`src/rtl/ball_axis_if.sv`:
```
// ball_axis_if -- signal bundle between a ball_axis instance and its user.
//
// Carries the scan coordinate, frame/serve/bounce controls and the ball
// status/video outputs. Clock and reset are not part of the bundle.
//
//   master : the surrounding game logic (drives i_*, observes o_*)
//   slave  : ball_axis (observes i_*, drives o_*)
//
// POS_WIDTH must match the POS_WIDTH of the connected ball_axis.

interface ball_axis_if #(
   parameter int POS_WIDTH = 9
);
   logic [POS_WIDTH-1:0] i_Scan_Pos;
   logic                 i_Scan_Valid;
   logic                 i_Frame_Tick;
   logic                 i_Serve;
   logic                 i_Serve_Dir;
   logic                 i_Bounce;

   logic                 o_Video;
   logic [POS_WIDTH-1:0] o_Pos;
   logic                 o_Dir;
   logic                 o_Moving;
   logic                 o_Hit_Low;
   logic                 o_Hit_High;

   modport master (
      output i_Scan_Pos, i_Scan_Valid, i_Frame_Tick, i_Serve, i_Serve_Dir, i_Bounce,
      input  o_Video, o_Pos, o_Dir, o_Moving, o_Hit_Low, o_Hit_High
   );

   modport slave (
      input  i_Scan_Pos, i_Scan_Valid, i_Frame_Tick, i_Serve, i_Serve_Dir, i_Bounce,
      output o_Video, o_Pos, o_Dir, o_Moving, o_Hit_Low, o_Hit_High
   );
endinterface

```
`src/rtl/ball_axis.sv`:
```
// ball_axis -- single-axis ball motion and video generator for Pong.
//
// One instance per axis. Holds the ball's low-edge position and direction,
// advances it once per frame tick, and either reflects at the playfield
// edges (BOUNCE_AT_EDGES=1) or stops at the edge and reports a miss
// (BOUNCE_AT_EDGES=0). o_Video is high one cycle after the scan coordinate
// falls inside the ball.
//
// Ports:
//   i_Clk    pixel clock
//   i_Reset  synchronous, active-high reset
//   bus      ball_axis_if.slave: scan pos/valid, frame tick, serve, serve
//            direction, bounce request in; video, pos, dir, moving, hit
//            pulses out
//
// Optional feature macro: BALL_SPEEDUP_EN -- each accepted bounce raises
// the per-frame step by one, saturating at MAX_STEP. Without it the step
// is the constant STEP and no step register exists.
//
// state  | meaning
// -------+--------------------------------------------------------
// IDLE   | position frozen, frame ticks and bounce requests ignored
// MOVING | position advances by step on every frame tick

module ball_axis #(
   parameter int AXIS_LENGTH     = 480,
   parameter int BALL_SIZE       = 8,
   parameter int STEP            = 2,
   parameter int MAX_STEP        = 6,
   parameter int BOUNCE_AT_EDGES = 1,
   parameter int POS_WIDTH       = $clog2(AXIS_LENGTH)
) (
   input  logic       i_Clk,
   input  logic       i_Reset,
   ball_axis_if.slave bus
);

   localparam int POS_MAX = AXIS_LENGTH - BALL_SIZE;
   localparam int CENTRE  = POS_MAX / 2;
   // one extra bit so pos + step and pos + BALL_SIZE never wrap
   localparam int XW      = POS_WIDTH + 1;

   localparam logic [XW-1:0]        POS_MAX_X = XW'(POS_MAX);
   localparam logic [POS_WIDTH-1:0] POS_MAX_P = POS_WIDTH'(POS_MAX);
   localparam logic [POS_WIDTH-1:0] CENTRE_P  = POS_WIDTH'(CENTRE);
   localparam logic [XW-1:0]        SIZE_X    = XW'(BALL_SIZE);
   localparam logic [XW-1:0]        STEP_X    = XW'(STEP);

   typedef enum logic {
      IDLE   = 1'b0,
      MOVING = 1'b1
   } state_t;

   state_t               state_q;
   logic [POS_WIDTH-1:0] pos_q;
   logic                 dir_q;
   logic                 armed_q;
   logic                 hit_low_q;
   logic                 hit_high_q;
   logic                 video_q;
   logic [XW-1:0]        step_w;

`ifdef BALL_SPEEDUP_EN
   localparam logic [XW-1:0] MAX_STEP_X = XW'(MAX_STEP);
   logic [XW-1:0] step_q;
   assign step_w = step_q;
`else
   assign step_w = STEP_X;
`endif

   logic          bounce_acc;
   logic          dir_eff;
   logic          reach_high;
   logic          reach_low;
   logic          video_d;
   logic [XW-1:0] pos_x;
   logic [XW-1:0] scan_x;
   logic [XW-1:0] pos_up;
   logic [XW-1:0] pos_dn;

   always_comb begin
      pos_x      = {1'b0, pos_q};
      scan_x     = {1'b0, bus.i_Scan_Pos};
      bounce_acc = (state_q == MOVING) && armed_q && bus.i_Bounce;
      // a bounce in the same cycle as a tick steers that tick's move
      dir_eff    = dir_q ^ bounce_acc;
      pos_up     = pos_x + step_w;
      pos_dn     = pos_x - step_w;
      reach_high = (pos_up >= POS_MAX_X);
      reach_low  = (pos_x <= step_w);
      video_d    = bus.i_Scan_Valid && (scan_x >= pos_x) && (scan_x < pos_x + SIZE_X);
   end

   always_ff @(posedge i_Clk) begin
      if (i_Reset) begin
         state_q    <= IDLE;
         pos_q      <= CENTRE_P;
         dir_q      <= 1'b1;
         armed_q    <= 1'b1;
         hit_low_q  <= 1'b0;
         hit_high_q <= 1'b0;
         video_q    <= 1'b0;
`ifdef BALL_SPEEDUP_EN
         step_q     <= STEP_X;
`endif
      end else begin
         video_q    <= video_d;
         hit_low_q  <= 1'b0;
         hit_high_q <= 1'b0;
         if (bus.i_Serve) begin
            state_q <= MOVING;
            pos_q   <= CENTRE_P;
            dir_q   <= bus.i_Serve_Dir;
            armed_q <= 1'b1;
`ifdef BALL_SPEEDUP_EN
            step_q  <= STEP_X;
`endif
         end else if (state_q == MOVING) begin
            // one accepted bounce per frame; the tick re-arms only when
            // it did not coincide with an accepted bounce
            if (bounce_acc) begin
               armed_q <= 1'b0;
`ifdef BALL_SPEEDUP_EN
               if (step_q < MAX_STEP_X) begin
                  step_q <= step_q + 1'b1;
               end
`endif
            end else if (bus.i_Frame_Tick) begin
               armed_q <= 1'b1;
            end
            dir_q <= dir_eff;
            if (bus.i_Frame_Tick) begin
               if (dir_eff) begin
                  if (reach_high) begin
                     pos_q      <= POS_MAX_P;
                     hit_high_q <= 1'b1;
                     if (BOUNCE_AT_EDGES != 0) dir_q   <= 1'b0;
                     else                      state_q <= IDLE;
                  end else begin
                     pos_q <= pos_up[POS_WIDTH-1:0];
                  end
               end else begin
                  if (reach_low) begin
                     pos_q     <= '0;
                     hit_low_q <= 1'b1;
                     if (BOUNCE_AT_EDGES != 0) dir_q   <= 1'b1;
                     else                      state_q <= IDLE;
                  end else begin
                     pos_q <= pos_dn[POS_WIDTH-1:0];
                  end
               end
            end
         end
      end
   end

   assign bus.o_Video    = video_q;
   assign bus.o_Pos      = pos_q;
   assign bus.o_Dir      = dir_q;
   assign bus.o_Moving   = (state_q == MOVING);
   assign bus.o_Hit_Low  = hit_low_q;
   assign bus.o_Hit_High = hit_high_q;

endmodule

```
`src/flat_wrapper.sv`:
```
// flat-port wrapper written by rule: the top's interface ports become plain ports
module ball_axis_flat 
#(
   parameter int AXIS_LENGTH     = 480,
   parameter int BALL_SIZE       = 8,
   parameter int STEP            = 2,
   parameter int MAX_STEP        = 6,
   parameter int BOUNCE_AT_EDGES = 1,
   parameter int POS_WIDTH       = $clog2(AXIS_LENGTH)
)
  (i_Clk, i_Reset, bus_i_Scan_Pos, bus_i_Scan_Valid, bus_i_Frame_Tick, bus_i_Serve, bus_i_Serve_Dir, bus_i_Bounce, bus_o_Video, bus_o_Pos, bus_o_Dir, bus_o_Moving, bus_o_Hit_Low, bus_o_Hit_High);
  ball_axis_if #(.POS_WIDTH(POS_WIDTH)) bus_i ();
  input  logic i_Clk;
  input  logic i_Reset;
  input wire logic [$bits(bus_i.i_Scan_Pos)-1:0] bus_i_Scan_Pos;
  input wire logic [$bits(bus_i.i_Scan_Valid)-1:0] bus_i_Scan_Valid;
  input wire logic [$bits(bus_i.i_Frame_Tick)-1:0] bus_i_Frame_Tick;
  input wire logic [$bits(bus_i.i_Serve)-1:0] bus_i_Serve;
  input wire logic [$bits(bus_i.i_Serve_Dir)-1:0] bus_i_Serve_Dir;
  input wire logic [$bits(bus_i.i_Bounce)-1:0] bus_i_Bounce;
  output wire logic [$bits(bus_i.o_Video)-1:0] bus_o_Video;
  output wire logic [$bits(bus_i.o_Pos)-1:0] bus_o_Pos;
  output wire logic [$bits(bus_i.o_Dir)-1:0] bus_o_Dir;
  output wire logic [$bits(bus_i.o_Moving)-1:0] bus_o_Moving;
  output wire logic [$bits(bus_i.o_Hit_Low)-1:0] bus_o_Hit_Low;
  output wire logic [$bits(bus_i.o_Hit_High)-1:0] bus_o_Hit_High;
  assign bus_i.i_Scan_Pos = bus_i_Scan_Pos;
  assign bus_i.i_Scan_Valid = bus_i_Scan_Valid;
  assign bus_i.i_Frame_Tick = bus_i_Frame_Tick;
  assign bus_i.i_Serve = bus_i_Serve;
  assign bus_i.i_Serve_Dir = bus_i_Serve_Dir;
  assign bus_i.i_Bounce = bus_i_Bounce;
  assign bus_o_Video = bus_i.o_Video;
  assign bus_o_Pos = bus_i.o_Pos;
  assign bus_o_Dir = bus_i.o_Dir;
  assign bus_o_Moving = bus_i.o_Moving;
  assign bus_o_Hit_Low = bus_i.o_Hit_Low;
  assign bus_o_Hit_High = bus_i.o_Hit_High;
  ball_axis #(.AXIS_LENGTH(AXIS_LENGTH), .BALL_SIZE(BALL_SIZE), .STEP(STEP), .MAX_STEP(MAX_STEP), .BOUNCE_AT_EDGES(BOUNCE_AT_EDGES), .POS_WIDTH(POS_WIDTH)) u_core (.i_Clk(i_Clk), .i_Reset(i_Reset), .bus(bus_i));
endmodule
```
`config.mk`:
```
export PLATFORM = sky130hd
export DESIGN_NAME = ball_axis_flat
export DESIGN_NICKNAME = d
export VERILOG_FILES = /design/src/rtl/ball_axis_if.sv /design/src/rtl/ball_axis.sv /design/src/flat_wrapper.sv
export SDC_FILE = /design/constraint.sdc
export NUM_CORES = 1
export LEC_CHECK = 0
export CORE_MARGIN = 4
export CORE_UTILIZATION = 45
export DETAILED_ROUTE_END_ITERATION = 8
export PLACE_DENSITY = 0.72
export RECOVER_POWER = 25
export SETUP_SLACK_MARGIN = 0.15
export SLEW_MARGIN = 15
export SYNTH_ARGS = -nofsm -noshare
export SYNTH_HDL_FRONTEND = slang
export SYNTH_SLANG_ARGS = --single-unit
```
`constraint.sdc`:
```
create_clock -name i_Clk -period 3.3 [get_ports i_Clk]
set_input_delay 0.825 -clock i_Clk [delete_from_list [all_inputs] [get_ports i_Clk]]
set_output_delay 0.825 -clock i_Clk [all_outputs]
set_load 0.005 [all_outputs]
```
; ---- Yosys cells after proc, flatten, opt, wreduce, memory -nomap -nowiden
; Index checks and enable logic that the tools add are counted.
[op_classes]
addsub = 3
mul = 0
n_div = 0
magnitude_cmp = 4
n_eq_ne = 0
shift = 0
mux = 14
n_bitwise = 4
n_reduce_logical = 11
[op_table]
columns = operator, n
row1 = 2-to-1 mux 9 bit, 3
row2 = 2-to-1 mux 1 bit, 11
row3 = "adder 9 x 2 -> 10 bit, second input constant", 1
row4 = "adder 9 x 4 -> 10 bit, second input constant", 1
row5 = "greater-or-equal comparator 10 x 9 -> 1 bit, second input constant", 1
row6 = < comparator 9 x 10 -> 1 bit, 1
row7 = OR reduction 5 bit, 2
row8 = greater-or-equal comparator 9 bit, 1
row9 = "less-or-equal comparator 9 x 2 -> 1 bit, second input constant", 1
row10 = "subtractor 9 x 2 -> 9 bit, second input constant", 1
row11 = logical AND 1 bit, 4
row12 = AND reduction 2 bit, 2
row13 = nonzero test 2 bit, 2
row14 = NOT 1 bit, 3
row15 = OR reduction 2 bit, 1
row16 = bitwise XOR 1 bit, 1
[word_totals]
ff_bits = 15
latch_bits = 0
ramBits = 0
romBits = 0
inputBits = 16
out_inout_bits = 14
elab_cells = 43
n_memories = 0

; ---- Logic depth before layout (Yosys ltp)
[logic_depth]
ltp_word = 7
depth_mapped = 9
depth_no_buf = 8

; ---- Least setup slack after synthesis
; No wires, ideal clock.
[synth_path]
path_type = input to register
from = input port bus_i_Scan_Pos[1]
to = register u_core.video_q (netlist: u_core.bus.o_Video)
setup_time_ns = 0.126
t_arrival_ns = 1.865
required_ns = 3.174
path_slack_ns = 1.309
cell_stages = 7
n_path_buf = 0
cell_sequence = ha_1 o21ai_0 a21boi_0 o21a_1 o21a_1 o21ai_0 a211oi_1
[synth_via]
elab_chain_len = 3
elab_cells_between_ends = 4
cone_classes = 2 x order compare / 2 x reduce/logical
[synth_rtl]
columns = item, line_no
row1 = from (decl), flat_wrapper.sv:15  ; input wire logic [$bits(bus_i.i_Scan_Pos)-1:0] bus_i_Scan_Pos;
row2 = greater-or-equal comparator 9 bit, ball_axis.sv:91  ; video_d = bus.i_Scan_Valid && (scan_x >= pos_x) && (scan_x < pos_x + SIZE_X);
row3 = logical AND 1 bit, ball_axis.sv:91
row4 = logical AND 1 bit *, ball_axis.sv:91
row5 = to (signal assigned), ball_axis.sv:107  ; video_q <= video_d;
row6 = to (decl), ball_axis.sv:60  ; logic video_q;
; Every way passes the cells marked *; elsewhere a longest branch is shown, timed or not.
; A chain may end at the register's enable or synchronous reset.

; ---- Final worst setup path
[layout_path]
from = input port bus_i_Bounce
to = register u_core.pos_q[2] (netlist: u_core.bus.o_Pos[2])
[layout_via]
elab_chain_len = 3
[layout_rtl]
columns = item, line_no
row1 = from (decl), flat_wrapper.sv:20  ; input wire logic [$bits(bus_i.i_Bounce)-1:0] bus_i_Bounce;
row2 = logical AND 1 bit, ball_axis.sv:84  ; bounce_acc = (state_q == MOVING) && armed_q && bus.i_Bounce;
row3 = bitwise XOR 1 bit, ball_axis.sv:86  ; dir_eff = dir_q ^ bounce_acc;
row4 = 2-to-1 mux 9 bit, ball_axis.sv:133  ; if (dir_eff) begin
row5 = to (signal assigned), ball_axis.sv:140  ; pos_q <= pos_up[POS_WIDTH-1:0];
row6 = to (signal assigned), ball_axis.sv:149  ; pos_q <= pos_dn[POS_WIDTH-1:0];
row7 = to (decl), ball_axis.sv:55  ; logic [POS_WIDTH-1:0] pos_q;
; Every way passes these cells.

==> results.yml <==
outcome:
  status: "complete, no violations"
power:
  power_density_nw_per_um2: 236.7
  leakage_nw: 0.7325
  fin_total_pwr_mw: 0.4129
  ir_worst_vdd_mv: 0.1831
hold_path:
  hold_end: "u_core.armed_q$_SDFFE_PP1P_"
  hp-start: "u_core.armed_q$_SDFFE_PP1P_"
  min_path_cells: 2
  min_path_type: "flip-flop to flip-flop"
floorplan:
  core-area_sq_um: 3078
  initial_core_util_pct: 47.07
  io-pin-count: 30
  die_x_um: 64.74
  die_height_um: 64.74
  row_count: 20
  dieArea_sq_um: 4191
critical_path:
  slowest_delay_ns: 0.54
  r2r_cells: 7
  crit_chain: "clkdlybuf4s50_1 > nand3_1 > xor2_1 > nand2_1 > o31ai_1 > a311o_1"
  r2r_start: "u_core.bus.o_Pos[1]$_SDFFE_PP0P_"
  arrival_ns: 2.67
  critPathLaunchType: "primary input"
  r2r_slack_ns: 1.02
  r2r_end: "u_core.bus.o_Pos[2]$_SDFFE_PP1P_"
  worstPathRequired_ns: 3.53
  slowest_stage: "xor2_1"
  crit_path_end_kind: "flip-flop"
  path_max_fanout: 7
  critPathKind: "primary input to flip-flop"
yosys:
  netlist_instances: 181
  ys_types: 49
  avgSynthCellArea_sq_um: 8.005
  synth_top_area_share_pct: 19.34
  ys_ff_latch: 14
  seq_area_frac_synth_pct: 19.34
  synth-main-ff-cell: "dfxtp_1"
  synth_warnings: 0
  async_flop_share_pct: 0
  synth_top_cell_by_area: "dfxtp_1"
  synth_area_leaders: "dfxtp_1 19%, ha_1 17%, xnor2_1 6.6%, o21ai_0 5.9%, nand2_1 3.9%"
  syn_nets: 217
  synth_edf_count: 0
  netlist_area_sq_um: 1449
placed_design:
  dpl_worst_slack_ns: 0.6610
  placed_area_sq_um: 1708
  dpl.cell_count: 244
  dpl.hpwl_mm: 2.701
  gp_congestion: 0.9303
  portBuffers: 27
detailed_routing:
  vias_per_cell: 5.794
  drc: 0
  drt_first_pass_iters: 4
  route.detailed.wl_per_inst_um: 14.10
  drt_iter0_drc: 114
  vias: 1437
  antenna_left: 0
  drt-total-wl_mm: 3.496
cts:
  htreeDepth: 1
  postCtsHoldBufs: 0
  clock_path_buffers: 2
  post_cts_buffers: 0
  clkTransAtPathRegs_ns: 0.08
  cts_tree: "done"
  numCtsBuffers: 3
  clk_latency_ns: 0.29
  root_buffer: "clkbuf_4"
  cts_resized: 0
  clock-sinks: 14
grt:
  grt_first_pass_wirelength_mm: 5.796
  grt_usage_pct: 16.99
  grt_max_degree: 15
  grt_pass1_vias: 1312
  antenna_found_initial: 0
  grt_overflow: 0
final_layout:
  final_util_pct: 56.67
  num_antenna_cells: 0
  final_cell_mix: "22 x clkdlybuf4s50_1, 20 x ha_1, 17 x o21ai_0, 15 x nand2_1, 14 x dfxtp_1"
  stdcell_count: 248
  final_common_cell: "clkdlybuf4s50_1"
  nets: 241
  area_growth_pct: 20.38
  drive_above_1_share_pct: 6.863
  design_area_sq_um: 1744
  nFillCells: 297
sta:
  finalHoldViolCount: 0
  fin_crit_ns: 2.436
  period_share_pct: 73.83
  fmax_mhz: 410.4
  setup-violations-final: 0
  finalSetupTns_ns: 0
  slew_viol_final: 0
  fin_hold_ws_ns: 0.5293
  relSlewSlack_pct: 56.70
  setup_slack_ns: 0.8636
  rsz0062_at_grt: "no"
  tightest_slew_ns: 0.6492
  finClkSkew_ns: 0.002109
job:
  cap_viol_max_count: 0
[cell families (layout without fill, tap and decap cells)]
group / after synthesis / in the layout / share of synthesized area, %
compound gates: 57 / 57 / 26.08
simple gates: 56 / 56 / 21.50
fa+ha+maj: 20 / 20 / 17.27
buf+inv: 20 / 43 / 7.685
flops: 14 / 14 / 19.34
xor+xnor: 13 / 13 / 7.858
other cells: 1 / 1 / 0.2588
[synth_stat cells (3+ instances only)]
master,n
nor3_1,3
a211oi_1,3
ha_1,20
nor2_1,11
o31ai_1,3
dfxtp_1,14
nand4_1,3
nand3_1,8
o21ai_0,17
inv_1,12
a21oi_1,10
o211ai_1,5
nand2_1,15
xnor2_1,11
o21a_1,4
[how the worst max path moves through the flow]
stage | startpoint | end
floorplan | bus_i_Scan_Pos[1] | u_core.bus.o_Video$_SDFF_PP0_
global placement | bus_i_Bounce | u_core.bus.o_Pos[5]$_SDFFE_PP1P_
detailed placement | bus_i_Bounce | u_core.bus.o_Pos[5]$_SDFFE_PP1P_
CTS | bus_i_Bounce | u_core.bus.o_Pos[5]$_SDFFE_PP1P_
global route | bus_i_Bounce | u_core.bus.o_Pos[2]$_SDFFE_PP1P_
finish | bus_i_Bounce | u_core.bus.o_Pos[2]$_SDFFE_PP1P_
[power breakdown]
group / total (mW) / internal (mW) / switching (mW) / leakage (nW)
registers: 0.182 / 0.173 / 0.00830 / 0.114
clock network: 0.127 / 0.0673 / 0.0594 / 0.0210
logic: 0.105 / 0.0510 / 0.0536 / 0.598
total: 0.413 / 0.292 / 0.121 / 0.733
[sequential cells by signal, indices dropped and copies added, names as in the netlist]
| signal | flops |
|---|---|
| u_core.bus.o_Hit_High | 1 |
| u_core.bus.o_Moving | 1 |
| u_core.bus.o_Video | 1 |
| u_core.bus.o_Pos | 8 |
| u_core.bus.o_Hit_Low | 1 |
| u_core.bus.o_Dir | 1 |
| u_core.armed_q | 1 |
[layer usage]
layer | wire, um | global-route usage (%) | part of all wire (%)
met5 | 0 | 0 | 0
met4 | 19 | 4.222 | 0.54
met3 | 318 | 4.506 | 9.1
met2 | 1599 | 26.44 | 46
met1 | 1558 | 23.18 | 45
[critical path, delay by kind of cell]
kind	cells	cell delay, ns
XOR/XNOR	1	0.54
AO/OA/AOI/OAI	2	0.47
AND/OR/NAND/NOR	2	0.35
buffers and inverters	1	0.48
[final cells by class]
type,instances,area [sq um],area share [%]
clock buffer,4,36.28,2.080
inverter,12,45.04,2.583
multi-input combinational,147,1057,60.62
sequential,14,280.3,16.07
tap,44,55.05,3.156
timing repair buffer,27,270.3,15.49
Power figures use the tool's default switching activity.
